**config.mk**
```make
export PLATFORM = sky130hd
export DESIGN_NAME = fetch_unit
export DESIGN_NICKNAME = d
export VERILOG_FILES = /design/src/rtl/fetch_unit.sv
export SDC_FILE = /design/constraint.sdc
export NUM_CORES = 1
export LEC_CHECK = 0
export BUFFER_PORTS_ARGS = -buffer_cell sky130_fd_sc_hd__buf_2
export CORE_ASPECT_RATIO = 1.75
export CORE_UTILIZATION = 40
export CTS_BUF_LIST = sky130_fd_sc_hd__clkbuf_4 sky130_fd_sc_hd__clkbuf_8
export DETAILED_ROUTE_END_ITERATION = 10
export PLACE_DENSITY = 0.7
export SYNTH_ARGS = -nofsm -noshare
export SYNTH_HDL_FRONTEND = slang
export SYNTH_SLANG_ARGS = --single-unit
```
**constraint.sdc**
```tcl
create_clock -name clk -period 3 [get_ports clk]
set_input_delay 0.3 -clock clk [delete_from_list [all_inputs] [get_ports clk]]
set_output_delay 0.3 -clock clk [all_outputs]
set_load 0.05 [all_outputs]
```
**src/rtl/fetch_unit.sv**
```systemverilog
// rtl/fetch_unit.sv - instruction fetch stage: PC, imem req/ack fetch, one-entry decode buffer
// A redirect during an outstanding request parks in DRAIN until the stale ack arrives.
module fetch_unit #(
    parameter int                     PC_WIDTH = 8,
    parameter logic [PC_WIDTH-1:0]    RESET_PC = '0
) (
    input  logic                      clk,
    input  logic                      rst,
    output logic                      imem_req,
    output logic [PC_WIDTH-1:0]       imem_addr,
    input  logic                      imem_ack,
    input  logic [7:0]                imem_rdata,
    input  logic                      redirect_valid,
    input  logic [PC_WIDTH-1:0]       redirect_pc,
    input  logic                      halt,
    output logic                      instr_valid,
    input  logic                      instr_ready,
    output logic [4:0]                instr_opcode,
    output logic [2:0]                instr_operand,
    output logic [PC_WIDTH-1:0]       instr_pc
);

    typedef enum logic [2:0] {
        S_IDLE,
        S_FETCH,
        S_DRAIN,
        S_HOLD,
        S_HALTED
    } state_t;

    localparam logic [PC_WIDTH-1:0] PC_ONE = {{(PC_WIDTH-1){1'b0}}, 1'b1};

    state_t                r_state;
    logic [PC_WIDTH-1:0]   r_pc;
    logic [PC_WIDTH-1:0]   r_drain_addr;
    logic [7:0]            r_ir;
    logic [PC_WIDTH-1:0]   r_instr_pc;
    logic                  r_instr_valid;

    assign imem_req      = (r_state == S_FETCH) || (r_state == S_DRAIN);
    assign imem_addr     = (r_state == S_DRAIN) ? r_drain_addr : r_pc;
    assign instr_valid   = r_instr_valid;
    assign instr_opcode  = r_ir[7:3];
    assign instr_operand = r_ir[2:0];
    assign instr_pc      = r_instr_pc;

    always_ff @(posedge clk or posedge rst) begin
        if (rst) begin
            r_state       <= S_IDLE;
            r_pc          <= RESET_PC;
            r_drain_addr  <= '0;
            r_ir          <= 8'h00;
            r_instr_pc    <= '0;
            r_instr_valid <= 1'b0;
        end else if (redirect_valid) begin
            r_pc          <= redirect_pc;
            r_instr_valid <= 1'b0;
            case (r_state)
                S_FETCH: begin
                    if (imem_ack) begin
                        r_state <= S_FETCH;
                    end else begin
                        // The old address must stay on the bus until memory answers it.
                        r_drain_addr <= r_pc;
                        r_state      <= S_DRAIN;
                    end
                end
                S_DRAIN:  r_state <= imem_ack ? S_FETCH : S_DRAIN;
                S_HALTED: r_state <= S_HALTED;
                default:  r_state <= S_FETCH;
            endcase
        end else begin
            case (r_state)
                S_IDLE: begin
                    r_state <= halt ? S_HALTED : S_FETCH;
                end
                S_FETCH: begin
                    if (imem_ack) begin
                        r_ir          <= imem_rdata;
                        r_instr_pc    <= r_pc;
                        r_pc          <= r_pc + PC_ONE;
                        r_instr_valid <= 1'b1;
                        r_state       <= S_HOLD;
                    end
                end
                S_DRAIN: begin
                    if (imem_ack) begin
                        r_state <= S_FETCH;
                    end
                end
                S_HOLD: begin
                    if (r_instr_valid && instr_ready) begin
                        r_instr_valid <= 1'b0;
                        r_state       <= halt ? S_HALTED : S_FETCH;
                    end
                end
                S_HALTED: begin
                    r_instr_valid <= 1'b0;
                    if (!halt) begin
                        r_state <= S_FETCH;
                    end
                end
                default: begin
                    r_state       <= S_IDLE;
                    r_instr_valid <= 1'b0;
                end
            endcase
        end
    end

endmodule

```
; Yosys cells after proc, flatten, opt, wreduce, memory -nomap -nowiden
; Cells that the tools add are included.
[totals]
ff_bits = 36
elab_cells = 47
[op_classes]
add_sub_neg = 1
n_eq_ne = 9
muxes = 17
bitwise = 2
n_reduce_logical = 12
[op_table]
columns = op, n
row1 = 8-bit two-way mux, 4
row2 = 3-bit two-way mux, 6
row3 = 3-bit one-hot mux with 5 select lines, 1
row4 = 3-bit inequality test (second input constant), 4
row5 = 3-bit AND reduction, 3
row6 = 8-bit by 1-bit adder with 8-bit output (second input constant), 1
row7 = 3-bit by 2-bit equality test with 1-bit output (second input constant), 2
row8 = 3-bit one-hot mux with 2 select lines, 1
row9 = 4-bit AND reduction, 1
row10 = 2-bit nonzero test, 2
row11 = 2-bit OR reduction, 2
row12 = 3-bit by 1-bit equality test with 1-bit output (second input constant), 1
row13 = 3-bit equality test (second input constant), 1
row14 = 3-bit zero test, 1
row15 = 1-bit two-way mux, 3
row16 = 1-bit one-hot mux with 3 select lines, 1
row17 = 2-bit two-way mux, 1
row18 = 2-bit by 1-bit inequality test with 1-bit output (second input constant), 1
row19 = 1-bit inverter, 2
row20 = 2-bit AND reduction, 1
row21 = 1-bit logical AND, 1
row22 = 1-bit logical OR, 1

; Logic depth before layout (Yosys ltp)
; Gate-level depths: netlist (run 1).
[logic_depth]
ltp_word = 4
ltp_mapped = 6

; Worst setup path before layout (run 1)
; OpenSTA, ideal clock, no wires.
[synth_path]
path_type = reg-to-output
from = register r_state[0]
to = output imem_req
arrival_time_ns = 1.335
t_required_ns = 2.700
path_slack_ns = 1.365
path_stages_with_launch = 4
n_path_buf = 1
cell_sequence = dfrtp_1 buf_2 xnor2_1 nor2_1
[synth_between]
elab_chain_len = 2
elab_cells_between_ends = 3
classes_between = eq/ne (2) / reduce/logical (1)
[synth_lines]
columns = item, line
row1 = start: declaration, 33  ; state_t r_state;
row2 = start signal: assignment, 68  ; S_DRAIN: r_state <= imem_ack ? S_FETCH : S_DRAIN;
row3 = start signal: assignment, 75  ; r_state <= halt ? S_HALTED : S_FETCH;
row4 = start signal: assignment, 94  ; r_state <= halt ? S_HALTED : S_FETCH;
row5 = 3-bit by 1-bit equality test with 1-bit output / 3-bit by 2-bit equality test with 1-bit output (equally long branches), 40  ; assign imem_req = (r_state == S_FETCH) || (r_state == S_DRAIN);
row6 = 1-bit logical OR (*), 40
row7 = end: declaration, 9  ; output logic imem_req,
; Mark *: on every way between the ends. The rest lies on a longest branch, timed or not.

; Final worst setup path (run 1)
[layout_path]
from = register r_state[1]
to = output imem_addr[3]
[layout_between]
elab_chain_len = 2
[layout_lines]
columns = item, line
row1 = 3-bit by 2-bit equality test with 1-bit output, 41  ; assign imem_addr = (r_state == S_DRAIN) ? r_drain_addr : r_pc;
row2 = 8-bit two-way mux, 41
row3 = end: declaration, 10  ; output logic [PC_WIDTH-1:0] imem_addr,
; Every way passes these cells.

==> summary.txt, run 1 <==
Critical path
  • Slowest CP cell: dfrtp_1
  • Reg2reg end: r_ir[4]$_DFFE_PP0P_
  • Worst-path cell chain: nor2b_1 -> and2_1 -> mux2_2 -> buf_2
  • CP required: ~2.7 ns
  • Max stage delay on crit path: 0.57 ns
  • Arrival @ worst endpoint: 2.12 ns
  • Type of the worst setup path: flop to output port
  • Reg2reg path depth: 3
  • Crit. End Element: output port
  • Critical Path Start: r_state[1]$_DFFE_PP0P_
  • R2r setup slk: slightly above 0.8 ns
  • Worst r2r src: r_state[0]$_DFFE_PP0P_
  • Startpoint Class: flop
  • Crit Path Max Fanout: 13

STA
  • Max-slew violations: 0
  • Final Worst Setup Slack: between 0.5 and 0.6 ns
  • Period utilisation layout: between 80% and 90%
  • Clock skew: roughly 0.0042 ns
  • Final Setup Violations: 0
  • Achievable Freq: about 410 MHz
  • Final Hold Vio Count: 0
  • Slew headroom: approximately 60%
  • Final Critical Period: 2.42 ns
  • Worst hold slack: a little over 0.1 ns
  • Slew at the pin closest to its max-slew limit: just under 0.6 ns
  • RSZ-0062 raised after global routing: false
  • Fin Setup TNS: 0 ns

Routing
  • DR WL/cell: approximately 14 um
  • Vias: 1303
  • Final WL: between 3 and 4 mm
  • DRC: 0
  • Number of routed nets with antenna violations: 0
  • DR iter-0 viols: 33
  • Pre-antenna DRT Iters: 4
  • Via/cell ratio: between 5 and 6

Floorplan
  • Die Wd: ~54 um
  • Row count: 32
  • Die Span Y: about 92 um
  • Core ar.: between 4000 and 5000 um^2
  • Io pins: 48
  • Die ar.: 4930 um^2
  • Initial Util: between 40% and 50%

Global route
  • Initial antenna violation count: 0
  • Global-route wire length before repair: approximately 5.6 mm
  • Overall Global Routing Usage: 15.8%
  • Largest net degree at the start of global routing: 37
  • Grt ovf: 0
  • Vias in the first global route: about 1200

Pwr
  • Sw frac: a little under half
  • Net Switching: 0.00115 W
  • Clock power share: between 10% and 20%
  • PwrDens: approximately 1100 nW/um^2
  • Comb pwr share: approximately half
  • P_leak: ~1.0 nW
  • Peak VDD IR: 888 uV
  • Internal power: about 0.0014 W
  • Seq pwr share: about a third

Logic synthesis
  • Instance count of the mapped netlist: between 150 and 200
  • Asr flop ratio synth: between 90% and 100%
  • Seq/Total Area, Yosys: 48.5%
  • Distinct cells, synth: 38
  • Yosys warns: 0
  • Ys flop type: dfrtp_1
  • Syn Nets: approximately 180
  • Seq cells post-synth: 36
  • Post-synth EDFFs: 0
  • Synthesized area per cell: 12.1 um^2
  • Mapped cell area: between 1500 and 2000 um^2

Flow run
  • Max-Cap Viols: 0

CTS
  • Post CTS Setup Buffer Count: 0
  • # hold bufs at CTS: 0
  • Clock tree buffer depth: 2
  • CTS tree: done
  • Worst-Skew Late Latency: between 0.2 and 0.3 ns
  • Clock Root Buffer: clkbuf_8
  • Post-CTS sizing: 0
  • Num CTS Buffers: 5
  • CTS HTree Levels: 2
  • Clock sink count: 36
  • Worst-path clk slew: about 0.07 ns

Cells and area
  • Post-Layout Cell Count: approximately 250
  • FILL cells: between 400 and 500
  • N_diodes: 0
  • Synth-to-layout area growth: 18.7%
  • Finished Core Util: around 50%
  • Final net count: around 220
  • Share of layout cells above drive strength 1: 47.0%

Place
  • Routability Congestion: between 0.8 and 0.9
  • PortBufs: between 40 and 50
  • Post-DP HPWL: approximately 2.5 mm
  • Placed cell count: between 200 and 250
  • Pre-CTS setup slack: 0.829 ns

Run status
  • Outcome: complete, no violations

Hold path
  • Hold WC Path Type: input port to asynchronous set/reset pin
-- per-layer routing --
metal	GRT usage (%)	vias to the layer above	routed length, um
li1	-	634	-
met4	7.02	0	61
met5	0	-	0
met3	4.31	6	173
met2	26.5	47	1870
met1	17.9	616	1430
-- layout by cell type, fill, tap and decap left out, types with 2 or more instances in the layout --
master,n
buf_2,47
dfrtp_1,36
mux2_2,24
nand2_1,12
mux2_4,9
o21ai_0,9
nand3_1,8
xor2_1,6
nor2_1,5
clkbuf_8,5
nor2b_1,4
a21oi_1,2
a21o_1,2
xnor2_1,2
inv_1,2
and2_1,2
mux2i_1,2
nand4_1,2
-- worst max-delay path: cells and delay by family, from the launching register on --
kind | cells | cell delay (ns)
AND/OR/NAND/NOR | 2 | 0.66
flip-flops | 1 | 0.57
multiplexers | 1 | 0.38
buffers and inverters | 1 | 0.21
-- worst max path at each step --
stage / cells after the start / to / slack, ns
final: 4 / imem_addr[3] / 0.58
after global routing: 4 / imem_addr[6] / 0.43
after CTS: 4 / imem_addr[3] / 0.54
after detailed placement: 3 / r_ir[6]$_DFFE_PP0P_ / 0.83
after global placement: 3 / r_ir[5]$_DFFE_PP0P_ / 0.85
after floorplan: 3 / imem_req / 1.37
-- cells in the mapped netlist (2+ instances only) --
library cell | n | area (um^2)
nand4_1 | 2 | 12.5
inv_1 | 2 | 7.51
o21ai_0 | 9 | 45.0
nor2b_1 | 4 | 25.0
nand3_1 | 8 | 40.0
buf_2 | 3 | 15.0
mux2_2 | 24 | 270
xor2_1 | 6 | 52.6
buf_6 | 2 | 22.5
nand2_1 | 12 | 45.0
mux2i_1 | 2 | 20.0
clkbuf_1 | 3 | 11.3
dfrtp_1 | 36 | 901
a21oi_1 | 2 | 10.0
nor2_1 | 5 | 18.8
xnor2_1 | 2 | 17.5
a21o_1 | 2 | 15.0
and2_1 | 2 | 12.5
mux2_4 | 9 | 135
-- per-stage QoR --
stage	instance area, um^2	power [W]
4_1_cts	2200	0.00255
2_1_floorplan	1860	0.00188
6_report	2200	0.00252
3_3_place_gp	2090	0.00210
5_1_grt	2200	0.00266
3_5_place_dp	2090	0.00212
-- kinds of logic (layout without fill, tap and decap cells) --
| family | after synthesis | after routing | share of synthesized area [%] |
|---|---|---|---|
| buf+inv | 12 | 58 | 4.24 |
| mux | 35 | 35 | 22.9 |
| fa+ha+maj | 1 | 1 | 0.673 |
| xor+xnor | 8 | 8 | 3.77 |
| simple gates | 43 | 43 | 13.1 |
| compound gates | 19 | 19 | 6.87 |
| flops | 36 | 36 | 48.5 |
-- final cells by class --
cell class	count	area (um^2)	share of cell area [%]
multi-input combinational	106	878	39.8
tap	51	63.8	2.89
clock buffer	6	76.3	3.46
clock inverter	2	35.0	1.59
inverter	2	7.51	0.341
sequential	36	901	40.9
timing repair buffer	48	243	11.0
-- state kept, by name, indices dropped and copies added, names as in the netlist --
signal and cells:
r_ir 8, r_state 3, instr_pc 8, r_pc 8, instr_valid 1, r_drain_addr 8
-- power groups by stage --
stage / sequential, W / combinational (W) / clock (W)
6_report: 0.000835 / 0.00126 / 0.000430
5_1_grt: 0.000871 / 0.00133 / 0.000456
4_1_cts: 0.000838 / 0.00127 / 0.000441
3_5_place_dp: 0.000846 / 0.00127 / 0
3_3_place_gp: 0.000840 / 0.00126 / 0
2_1_floorplan: 0.00118 / 0.000697 / 0
Power figures use the tool's default switching activity.
==> run 2, diff against run 1 <==
--- a/config.mk
+++ b/config.mk
@@ -10,7 +10,7 @@
 export CORE_UTILIZATION = 40
 export CTS_BUF_LIST = sky130_fd_sc_hd__clkbuf_4 sky130_fd_sc_hd__clkbuf_8
 export DETAILED_ROUTE_END_ITERATION = 10
-export PLACE_DENSITY = 0.7
+export PLACE_DENSITY = 0.73
 export SYNTH_ARGS = -nofsm -noshare
 export SYNTH_HDL_FRONTEND = slang
 export SYNTH_SLANG_ARGS = --single-unit
==> constraint.sdc (replaced) <==
create_clock -name clk -period 2.1 [get_ports clk]
set_input_delay 0.21 -clock clk [delete_from_list [all_inputs] [get_ports clk]]
set_output_delay 0.21 -clock clk [all_outputs]
set_load 0.05 [all_outputs]
==> summary.txt, run 2 (synthesis gave the netlist of run 1 again) <==
Global route
  • Global-route wire length before repair: 6.24 mm
  • Initial antenna violation count: 0
  • Largest net degree at the start of global routing: 37
  • Grt ovf: 0
  • Vias in the first global route: 1348
  • Overall Global Routing Usage: 17.1%

CTS
  • # hold bufs at CTS: 0
  • Clock Root Buffer: clkbuf_8
  • Worst-path clk slew: 0.07 ns
  • Clock sink count: 36
  • Clock tree buffer depth: 2
  • CTS HTree Levels: 2
  • Num CTS Buffers: 5
  • CTS tree: done
  • Worst-Skew Late Latency: around 0.28 ns

Run status
  • Outcome: complete, no violations

Critical path
  • Type of the worst setup path: flop to output port
  • Crit Path Max Fanout: 9
  • Crit. End Element: output port
  • CP required: ~1.9 ns
  • Startpoint Class: flop
  • Arrival @ worst endpoint: 1.79 ns

Place
  • Pre-CTS setup slack: 0.276 ns
  • Post-DP HPWL: between 2 and 3 mm
  • Placed cell count: 250
  • PortBufs: 47
  • Routability Congestion: approximately 0.8

Routing
  • Via/cell ratio: slightly above 5
  • Final WL: around 3.7 mm
  • Vias: 1356
  • Number of routed nets with antenna violations: 0
  • DR WL/cell: between 10 and 15 um
  • DR iter-0 viols: 18
  • DRC: 0
  • Pre-antenna DRT Iters: 4

Floorplan
  • Die Span Y: about 92 um
  • Row count: 32
  • Initial Util: between 40% and 50%
  • Die ar.: just under 5000 um^2
  • Core ar.: 4440 um^2
  • Io pins: 48
  • Die Wd: ~54 um

Hold path
  • Hold WC Path Type: input port to asynchronous set/reset pin

STA
  • Slew at the pin closest to its max-slew limit: about 0.51 ns
  • Fin Setup TNS: 0 ns
  • Clock skew: 0.00556 ns
  • Final Setup Violations: 0
  • Slew headroom: between 60% and 70%
  • Max-slew violations: 0
  • Final Critical Period: between 2 and 2.5 ns
  • Achievable Freq: 499 MHz
  • Final Hold Vio Count: 0
  • Period utilisation layout: between 90% and 100%
  • Final Worst Setup Slack: 0.0978 ns
  • RSZ-0062 raised after global routing: false

Cells and area
  • Synth-to-layout area growth: 23.6%
  • Commonest cells after routing, fill and taps aside: buf_2 (47), dfrtp_1 (34), mux2_2 (24)
  • N_diodes: 0
  • Area of the multi-input gates: between 800 and 900 um^2
  • FILL cells: between 400 and 500
  • Seq. cell area: 903 um^2
  • Post-Layout Cell Count: 261
  • Commonest non-fill, non-tap cell in the layout: buf_2
  • Final net count: ~230
  • Share of layout cells above drive strength 1: 51.0%

Pwr
  • P_leak: 1.08 nW
  • Peak VDD IR: around 990 uV
  • PwrDens: roughly 1600 nW/um^2

Flow run
  • Max-Cap Viols: 0
run 2: cell types whose count changed in the layout (fill, tap and decap cells not counted):
cell	change
buf_12	+1
buf_4	+9
dfrtp_1	-2
dfrtp_2	+2
nor2b_1	-1
nor2b_2	+1
run 2: repair_timing:
action | CTS | global route
buffers inserted | 0 | 3
resized for setup | 1 | 2
setup endpoints to repair | 8 | 8
pin swaps | 0 | 0
run 2: critical path, stage by stage, from the launching register on:
cell and delay (ns):
dfrtp_2 0.47, nor2b_2 0.17, and2_1 0.14, buf_4 0.17, mux2_2 0.35, buf_2 0.21
run 2: area by class of cell:
| cell class | instances | share of cell area (%) |
|---|---|---|
| Timing Repair Buffer | 58 | 14.4 |
| Inverter | 2 | 0.327 |
| Clock inverter | 2 | 1.53 |
| Clock buffer | 6 | 3.32 |
| Multi-Input combinational cell | 106 | 38.3 |
| Tap cell | 51 | 2.78 |
| Sequential cell | 36 | 39.3 |
run 2: worst paths after layout:
check                                        from                     end  slack [ns]  cells after the start
setup reg to reg           r_state[2]$_DFFE_PP0P_  r_state[1]$_DFFE_PP0P_        0.24                      5
setup / recovery           r_state[2]$_DFFE_PP0P_            imem_addr[4]         0.1                      5
max in group asynchronous                     rst  r_state[1]$_DFFE_PP0P_        1.74                      3
min in group clk                   redirect_pc[3]     r_pc[3]$_DFFE_PP0P_        0.14                      3
hold / removal                                rst     r_ir[1]$_DFFE_PP0P_        0.01                      3
hold reg to reg               r_ir[3]$_DFFE_PP0P_     r_ir[3]$_DFFE_PP0P_        0.50                      1
run 2: per-stage QoR:
stage | hold slack (ns) | area (um^2) | util [%] | power (W)
global placement | 0.326 | 2160 | 48.6 | 0.00306
finish | 0.0148 | 2300 | 51.7 | 0.00370
CTS | 0.0343 | 2270 | 51.1 | 0.00371
detailed placement | 0.342 | 2160 | 48.6 | 0.00309
global route | 0.0547 | 2300 | 51.7 | 0.00391
floorplan | 0.331 | 1860 | - | 0.00269
run 2: report_power, final:
group | internal (W) | switching (W) | total [W]
clock | 0.000365 | 0.000241 | 0.000606
sequential | 0.000975 | 0.000187 | 0.00116
combinational | 0.000702 | 0.00123 | 0.00193
run 2: metal layers:
metal / track usage, % / vias up / routed length (um) / part of all wire [%]
li1: - / 653 / - / -
met1: 21.2 / 657 / 1500 / 40
met2: 28.6 / 39 / 1970 / 53
met3: 3.15 / 7 / 172 / 4.6
met4: 5.48 / 0 / 66 / 1.8
met5: 0 / - / 0 / 0
==> run 3, diff against run 2 <==
--- a/config.mk
+++ b/config.mk
@@ -11,6 +11,7 @@
 export CTS_BUF_LIST = sky130_fd_sc_hd__clkbuf_4 sky130_fd_sc_hd__clkbuf_8
 export DETAILED_ROUTE_END_ITERATION = 10
 export PLACE_DENSITY = 0.73
+export REMOVE_ABC_BUFFERS = 1
 export SYNTH_ARGS = -nofsm -noshare
 export SYNTH_HDL_FRONTEND = slang
 export SYNTH_SLANG_ARGS = --single-unit
==> summary.txt, run 3 (synthesis gave the netlist of run 1 again) <==
CTS
  • CTS HTree Levels: 2
  • Clock sink count: 36
  • Worst-Skew Late Latency: about 0.29 ns
  • Post-CTS sizing: 1
  • Worst-path clk slew: ~0.07 ns
  • Clock tree buffer depth: 2
  • Num CTS Buffers: 5
  • Post CTS Setup Buffer Count: 0
  • CTS tree: done
  • Clock Root Buffer: clkbuf_8
  • # hold bufs at CTS: 0

Critical path
  • Max stage delay on crit path: 0.49 ns
  • Type of the worst setup path: flop to output port
  • Crit Path Max Fanout: 13
  • WP depth: 5
  • Startpoint Class: flop
  • Worst-path cell chain: nor2b_2 -> and2_1 -> buf_4 -> mux2_2 -> buf_2
  • R2r setup slk: around 0.34 ns
  • Slowest CP cell: dfrtp_2
  • Crit. End Element: output port
  • Buffers & Inverters on Critical Path: 2
  • Arrival @ worst endpoint: 1.81 ns
  • Cell family with most CP delay: flip-flops
  • CP required: roughly 1.9 ns
  • Reg2reg path depth: 4

Floorplan
  • Die Span Y: slightly above 90 um
  • Core ar.: roughly 4400 um^2
  • Die ar.: between 4000 and 5000 um^2
  • Die Wd: 53.5 um
  • Io pins: 48
  • Row count: 32
  • Initial Util: approximately two fifths

Global route
  • Largest net degree at the start of global routing: 37
  • Grt met2 use: 25.5%
  • M1 GR Usage: around a fifth
  • Grt ovf: 0
  • Global routing's busiest layer: met2
  • Initial antenna violation count: 0
  • Met3 Track Usage GR: 4.81%
  • Global-route wire length before repair: approximately 5.7 mm
  • Vias in the first global route: around 1200
  • Overall Global Routing Usage: between 15 and 20%

Pwr
  • Peak VDD IR: a little under 1000 uV
  • P_leak: between 1 and 1.5 nW
  • PwrDens: ~1600 nW/um^2

Routing
  • Vias: ~1300
  • Via/cell ratio: 5.09
  • DRC: 0
  • DR iter-0 viols: 14
  • Number of routed nets with antenna violations: 0
  • Final WL: 3.63 mm
  • Pre-antenna DRT Iters: 4
  • DR WL/cell: 14.1 um

Cells and area
  • Final net count: roughly 230
  • Commonest cells after routing, fill and taps aside: buf_2 (47), dfrtp_1 (35), mux2_2 (24)
  • Design Area, Final: around 2300 um^2
  • N_diodes: 0
  • Share of layout cells above drive strength 1: 49.8%
  • FILL cells: between 400 and 500
  • Synth-to-layout area growth: 21.3%
  • Commonest non-fill, non-tap cell in the layout: buf_2
  • Area of the multi-input gates: between 800 and 900 um^2
  • Seq. cell area: between 900 and 1000 um^2

Place
  • Cell Area, Placed: approximately 2200 um^2
  • Routability Congestion: 0.826
  • Post-DP HPWL: around 2.7 mm
  • PortBufs: 47

STA
  • Final Hold Vio Count: 0
  • Period utilisation layout: 96.2%
  • Fin Setup TNS: 0 ns
  • RSZ-0062 raised after global routing: false
  • Achievable Freq: around 500 MHz
  • Max-slew violations: 0
  • Slew at the pin closest to its max-slew limit: between 0.4 and 0.5 ns
  • Slew headroom: a little over two thirds
  • Clock skew: about 0.005 ns
  • Final Critical Period: ~2 ns
  • Final Setup Violations: 0

Run status
  • Outcome: complete, no violations

Flow run
  • Max-Cap Viols: 0

Hold path
  • Hold WC Path Type: input port to asynchronous set/reset pin
-- run 3: cell count changes in the layout (fill, tap and decap cells not counted) --
cell | previous run | this run
buf_4 | 10 | 7
clkbuf_4 | 1 | 0
bufinv_16 | 1 | 0
dfrtp_2 | 2 | 1
clkbuf_8 | 5 | 6
dfrtp_1 | 34 | 35
clkinv_2 | 1 | 2
-- run 3: through the flow --
stage / hold WS [ns] / total power, W / util [%] / worst slack (ns) / instances
after global placement: 0.331 / 0.00306 / 48.6 / 0.319 / 250
after CTS: 0.0263 / 0.00360 / 50.7 / 0.0256 / 258
after detailed placement: 0.339 / 0.00309 / 48.6 / 0.297 / 250
after global routing: 0.0735 / 0.00377 / 50.7 / 0.00736 / 258
after floorplan: 0.317 / 0.00262 / - / 0.196 / 144
final: 0.0155 / 0.00357 / 50.7 / 0.0791 / 258
-- run 3: path summary, 6_finish.rpt --
path | from | endpoint
worst max register to register | r_state[2]$_DFFE_PP0P_ | r_ir[6]$_DFFE_PP0P_
worst max-delay path | r_state[2]$_DFFE_PP0P_ | imem_addr[1]
min in group clk | redirect_pc[7] | r_pc[7]$_DFFE_PP0P_
max in group asynchronous | rst | r_state[2]$_DFFE_PP0P_
worst min register to register | r_drain_addr[7]$_DFFE_PP0P_ | r_drain_addr[7]$_DFFE_PP0P_
worst min-delay path | rst | r_ir[6]$_DFFE_PP0P_
-- run 3: worst min-delay path: stages --
cell and delay (ns):
buf_2 0.10, inv_1 0.04, buf_4 0.39
-- run 3: layout make-up --
cell class	instances	area share, %
flip-flops and latches	36	40.0
well taps	51	2.83
multi-input cells	106	39.1
clock buffers	6	3.66
clock inverters	2	0.444
repair buffers	55	13.7
inverters	2	0.333
-- run 3: where the power goes --
part           internal (W)  leakage (nW)  total [W]  switching (W)
combinational      0.000686         0.571    0.00190        0.00121
clock              0.000262        0.0510   0.000506       0.000244
sequential         0.000973         0.437    0.00117       0.000196
-- run 3: routing by layer --
metal	part of all wire [%]	up-vias
met2	49	47
met5	0	-
li1	-	641
met3	6.7	7
met4	2.0	0
met1	42	618
